**src/rtl/pea_pkg.sv**
```systemverilog
// Shared definitions for the PEA configuration path: array geometry,
// total configuration word count and the loader state type.
package pea_pkg;

  localparam int N             = 4;
  localparam int M             = 4;
  localparam int N_CFG_REGS_PE = 2;

  // Number of 32-bit words needed to fill the whole PEA register image.
  localparam int N_CFG_WORDS_PEA = N * M * N_CFG_REGS_PE;

  typedef enum logic [1:0] {
    IDLE = 2'd0,
    LOAD = 2'd1,
    DONE = 2'd2
  } pea_cfg_ld_state_t;

endpackage

```
**src/rtl/pea_cfg_loader.sv**
```systemverilog
// Streams 32-bit configuration words into the PEA register image.
// Order is reg-major inside a PE, then column, then row. The image is only
// flagged valid after a complete, uninterrupted load.
module pea_cfg_loader #(
  parameter int N             = pea_pkg::N,
  parameter int M             = pea_pkg::M,
  parameter int N_CFG_REGS_PE = pea_pkg::N_CFG_REGS_PE
) (
  input  logic                                            clk_i,
  input  logic                                            rst_i,
  input  logic                                            start_i,
  input  logic                                            abort_i,
  input  logic                                            data_valid_i,
  input  logic [31:0]                                     data_i,
  output logic                                            data_ready_o,
  output logic [N-1:0][M-1:0][N_CFG_REGS_PE-1:0][31:0]    reg_cfg_pea_o,
  output logic                                            cfg_valid_o,
  output logic                                            done_o,
  output logic [$clog2(N*M*N_CFG_REGS_PE+1)-1:0]          word_cnt_o
);

  localparam int N_WORDS = N * M * N_CFG_REGS_PE;
  localparam int ROW_W   = (N > 1) ? $clog2(N) : 1;
  localparam int COL_W   = (M > 1) ? $clog2(M) : 1;
  localparam int REG_W   = (N_CFG_REGS_PE > 1) ? $clog2(N_CFG_REGS_PE) : 1;
  localparam int CNT_W   = $clog2(N_WORDS + 1);

  pea_pkg::pea_cfg_ld_state_t state;

  logic [ROW_W-1:0] row_idx;
  logic [COL_W-1:0] col_idx;
  logic [REG_W-1:0] reg_idx;

  logic last_reg;
  logic last_col;
  logic last_row;

  // Handshake is purely a function of the state and the cancel request, so a
  // word arriving together with abort_i is never taken.
  assign data_ready_o = (state == pea_pkg::LOAD) && !abort_i;

  assign last_reg = (reg_idx == REG_W'(N_CFG_REGS_PE - 1));
  assign last_col = (col_idx == COL_W'(M - 1));
  assign last_row = (row_idx == ROW_W'(N - 1));

  // Load sequencer: walks the image indices, writes accepted words and
  // produces the completion pulse and the image-valid flag.
  always_ff @(posedge clk_i or posedge rst_i) begin
    if (rst_i) begin
      state         <= pea_pkg::IDLE;
      row_idx       <= '0;
      col_idx       <= '0;
      reg_idx       <= '0;
      word_cnt_o    <= '0;
      cfg_valid_o   <= 1'b0;
      done_o        <= 1'b0;
      reg_cfg_pea_o <= '0;
    end else begin
      done_o <= 1'b0;
      case (state)
        pea_pkg::IDLE: begin
          if (start_i) begin
            row_idx     <= '0;
            col_idx     <= '0;
            reg_idx     <= '0;
            word_cnt_o  <= '0;
            cfg_valid_o <= 1'b0;
            state       <= pea_pkg::LOAD;
          end
        end
        pea_pkg::LOAD: begin
          if (abort_i) begin
            state <= pea_pkg::IDLE;
          end else if (data_valid_i) begin
            reg_cfg_pea_o[row_idx][col_idx][reg_idx] <= data_i;
            if (word_cnt_o != CNT_W'(N_WORDS)) begin
              word_cnt_o <= word_cnt_o + CNT_W'(1);
            end
            if (last_reg) begin
              reg_idx <= '0;
              if (last_col) begin
                col_idx <= '0;
                if (!last_row) begin
                  row_idx <= row_idx + ROW_W'(1);
                end
              end else begin
                col_idx <= col_idx + COL_W'(1);
              end
            end else begin
              reg_idx <= reg_idx + REG_W'(1);
            end
            if (last_reg && last_col && last_row) begin
              done_o <= 1'b1;
              state  <= pea_pkg::DONE;
            end
          end
        end
        pea_pkg::DONE: begin
          cfg_valid_o <= 1'b1;
          state       <= pea_pkg::IDLE;
        end
        default: begin
          state <= pea_pkg::IDLE;
        end
      endcase
    end
  end

endmodule

```
**config.mk**
```make
export PLATFORM = sky130hd
export DESIGN_NAME = pea_cfg_loader
export DESIGN_NICKNAME = d
export VERILOG_FILES = /design/src/rtl/pea_pkg.sv /design/src/rtl/pea_cfg_loader.sv
export SDC_FILE = /design/constraint.sdc
export NUM_CORES = 2
export LEC_CHECK = 0
export CAP_MARGIN = 10
export CELL_PAD_IN_SITES_DETAIL_PLACEMENT = 1
export CELL_PAD_IN_SITES_GLOBAL_PLACEMENT = 1
export CORE_AREA = 2 2 412 414
export DETAILED_ROUTE_END_ITERATION = 16
export DIE_AREA = 0 0 414 416
export PLACE_DENSITY = 0.6
export SYNTH_ARGS = -nofsm -noshare
export SYNTH_HDL_FRONTEND = slang
export SYNTH_SLANG_ARGS = --single-unit
```
**constraint.sdc**
```tcl
create_clock -name clk_i -period 59.6 [get_ports clk_i]
set_input_delay 11.92 -clock clk_i [delete_from_list [all_inputs] [get_ports clk_i]]
set_output_delay 11.92 -clock clk_i [all_outputs]
set_load 0.02 [all_outputs]
```
== Word-level counts from Yosys, hierarchy flattened ==
Cells that the tools add are included.
Cells by class
  add/subtract/negate cells: 4
  muxes and demuxes: 39
  equal/unequal tests: 14
  reductions and logical operators: 17
  order comparisons: 6
  bitwise operators: 1
Operator list (number)
  $bwmux W1024: 1
  $demux W256 S2: 1
  $mux W256: 1
  $demux W64 S2: 1
  $mux W64: 1
  $demux W32 S1: 1
  $mux W32: 1
  $mux W2: 14
  $mux W6: 4
  $ne A2 B2 Y1 const B: 6
  $pmux W2 S2: 3
  $pmux W6 S2: 1
  $reduce_and A5 Y1: 2
  $mux W1: 8
  $reduce_and A7 Y1: 1
  $add A6 B1 Y6 const B: 1
  $eq A2 B2 Y1 const B: 3
  $logic_and A1 B1 Y1: 6
  $lt A2 B3 Y1 const B: 2
  $ne A6 B6 Y1 const B: 1
  $reduce_and A3 Y1: 2
  $add A2 B1 Y2 const B: 2
  $ge A2 B1 Y1 const B: 2
  $pmux W1 S2: 2
  other kinds (13): 14
Storage, ports and cells
  input port bits: 37
  output and inout port bits: 1033
  logic and storage cells: 120
  flip-flop bits (word level): 1039

== Longest topological paths before layout ==
  depth in word-level cells: 9
  gate-level depth with buffers: 7
  depth with buffers taken out: 5

== Worst setup path before layout ==
No wires, ideal clock.
  path kind: input to output
  start point: in abort_i
  end point: out data_ready_o
  data required time: 47680 ps
  cell stages on the path: 2
  setup slack: 35337 ps
  arrival time: 12343 ps
  path buffers: 0
  cell sequence: nand2b_1 -> nor2_1
Between the ends
  longest elaborated chain between the ends: 2
RTL lines
  start, declared: RTL line pea_cfg_loader.sv:12  | input logic abort_i,
  $logic_not A1 Y1: RTL line pea_cfg_loader.sv:40  | assign data_ready_o = (state == pea_pkg::LOAD) && !abort_i;
  $logic_and A1 B1 Y1: RTL line pea_cfg_loader.sv:40
  end, declared: RTL line pea_cfg_loader.sv:15  | output logic data_ready_o,
Every way passes these cells.

== Worst setup path in the final report ==
Same ends and word-level chain as after synthesis.

==> results.cfg <==
[timing]
setup_tns_ns = 0
rsz0062_at_grt = no
finalCriticalPeriod_ns = 25.34
whs_ns = 0.4884
report.final.slew_viol_count = 0
finalClockSkew_ns = 0.02661
finalHoldViolations = 0
setup_viol = 0
post-route-period-util = 0.4252
tightestPinTransition_ns = 1.186
timing.slew.headroom = 0.2071
max_freq_mhz = 39.46

[setup_path]
worstSetupPathType = input pin to primary output
worst-path-buf-inv = 2
crit_path_start = abort_i
cp-endpoint = data_ready_o
critical_path_required_ns = 47.68
cp.arrival_ns = 13.42
worstPathMaxFanout = 4
r2r_start = state[0]
crit_path_frequent_cell = clkdlybuf4s50_1
critical_path.top_delay_family = buffers and inverters
cp-start-kind = input pin
cp_slowest_stage_delay_ns = 0.63
reg2reg_depth = 5
cp-end-kind = primary output
r2r_slack_ns = 55.50
crit_cells = 4
path_cells = clkdlybuf4s50_1 > nand2b_1 > nor2_1 > clkdlybuf4s50_1
slowest_stage = clkdlybuf4s50_1
worstReg2RegEnd = reg_cfg_pea_o[886]

[logic_synthesis]
ys_types = 42
async_reset_ff_frac = 1.000
synth.area.mux_share = 0.2910
synth_adder_area_share = 0.003464
synth-edff-count = 0
syn_avg_cell_area_um2 = 16.72
ys_ff_latch = 1039
yosys_warnings = 0
synthSimpleGateAreaFrac = 0.01814
syn_area_mm2 = 0.03974
synth-compound-area-share = 0.003464
ys.flop_type = dfrtp_1
synth_nets = 2425
ys_seq_area_frac = 0.6543
synth_cells = 2377
synthXorXnorAreaFrac = 0
synth_top_family_by_area = multiplexers

[final_layout]
largest_reg_flops = 1024
syn2layout_area_growth_pct = 42.14
largest_registers = reg_cfg_pea_o: 1024 flops, word_cnt_o: 6 flops
mostFrequentLayoutCells = clkdlybuf4s50_1 (1047), dfrtp_1 (1039), mux2_2 (964)
design_area_mm2 = 0.05648
drive_above_1_share = 0.3579
fin_nets = 3464
fin_cells = 5735
regMostFlops = reg_cfg_pea_o
layout_commonest_cell = clkdlybuf4s50_1

[drt]
wl_um = 161200
num_vias = 24970
dr.first_iter.drc_count = 932
antenna_left = 0
avgRoutedWirePerCell_um = 28.10
dr.pass1.iters = 5
via_per_inst = 4.353
drc = 0

[place]
post-dp-hpwl_um = 107600
place_inst = 5513
port_buffers = 1069
place.gp.congestion = 0.7373
placed_area_mm2 = 0.05241

[grt]
overflow = 0
grt_pass1_vias = 26650
gr-usage-met1 = 0.2065
grt_use_met3 = 0.06265
busiest_layer = met2
grt_first_pass_wirelength_um = 220500
track_usage = 0.1831
use_met2 = 0.3119
antenna_found_initial = 15
grt_max_degree = 139

[clock_network]
numClockSinks = 1039
cts_tree = done
clkTransAtPathRegs_ns = 0.06
clock_latency_ns = 0.78
cts_max_path_buffers = 3
hold_buffers = 0
postCtsSetupBuffers = 0
htreeDepth = 3
cts-resized-gates = 0
cts_buffers = 119
clk_root_buffer_cell = clkbuf_16

[floorplan]
fp.dieW_um = 414
placementRows = 151
start_util = 0.2363
die_area_mm2 = 0.1722
pin_count = 1070
core_mm2 = 0.1681
die_y_um = 416

[power_and_ir_drop]
ir_worst_vdd_v = 0.00002641
p_seq_frac = 0.373
clkPwrFrac = 0.298
intPower_w = 0.001716
power_frac_comb = 0.329
leakage_nw = 26.61
swShare = 0.3287
power.density_mw_per_mm2 = 45.26
power_w = 0.002557
power.switching_w = 0.0008403

[flow_run]
max_cap_violations = 0

[min_path]
min_path_type = register to register

[run_status]
status = finished clean
logic make-up after synthesis:
| logic type | after synthesis |
|---|---|
| DFF | 1039 |
| muxes | 1027 |
| buffers and inverters | 216 |
| and+or+nand+nor | 67 |
| AOI/OAI and AO/OA | 17 |
| adders and majority gates | 11 |
layout make-up:
type,instances,area (um2)
well taps,2218,2775
flip-flops and latches,1039,26000
clock inverters,39,569.3
multi-input cells,1122,12570
clock buffers,178,3490
diodes,5,12.51
fillers,17560,111700
inverters,11,48.80
repair buffers,1123,11020
Yosys cell counts, drive strengths merged (2+ instances only):
cell type | number | area share
o211ai | 2 | 0.00038
a211o | 2 | 0.00044
dfrtp | 1039 | 0.65
a21oi | 2 | 0.00025
nand4bb | 2 | 0.00057
clkbuf | 97 | 0.0092
inv | 11 | 0.0010
mux2i | 2 | 0.00050
nand3 | 24 | 0.0069
ha | 11 | 0.0035
nand4 | 16 | 0.0067
and2b | 4 | 0.00076
a2111o | 2 | 0.00057
nand2b | 5 | 0.00079
mux2 | 1025 | 0.29
buf | 108 | 0.019
nor2 | 3 | 0.00028
nand2 | 5 | 0.00047
power groups by stage:
stage                     clock [W]  sequential [W]  combinational, W
final                      0.000762        0.000954          0.000840
after floorplan                   0         0.00117          0.000187
after detailed placement          0        0.000966          0.000849
after CTS                  0.000786        0.000955          0.000852
after global placement            0        0.000956          0.000843
after global routing       0.000812        0.000976          0.000872
layer usage:
layer	part of all wire	vias up
li1	-	10440
met1	0.39	13390
met2	0.49	871
met3	0.076	261
met4	0.045	0
met5	0	-
through the flow:
step	setup slack, ns	utilization
finish	34.26	0.3359
global route	34.15	0.3358
CTS	34.23	0.3358
detailed placement	34.25	0.3117
global placement	34.25	0.3117
floorplan	18.44	-
worst min-delay path by stage:
stage                     depth (start not counted)  slack (ns)            endpoint                from
after CTS                                         1        0.49  reg_cfg_pea_o[717]  reg_cfg_pea_o[717]
after global placement                            1        0.47  reg_cfg_pea_o[670]  reg_cfg_pea_o[670]
after global routing                              1        0.51  reg_cfg_pea_o[443]  reg_cfg_pea_o[443]
final                                             1        0.49  reg_cfg_pea_o[435]  reg_cfg_pea_o[435]
after detailed placement                          1        0.48  reg_cfg_pea_o[720]  reg_cfg_pea_o[720]
after floorplan                                   2        0.53            state[0]            state[1]
Power figures use the tool's default switching activity.
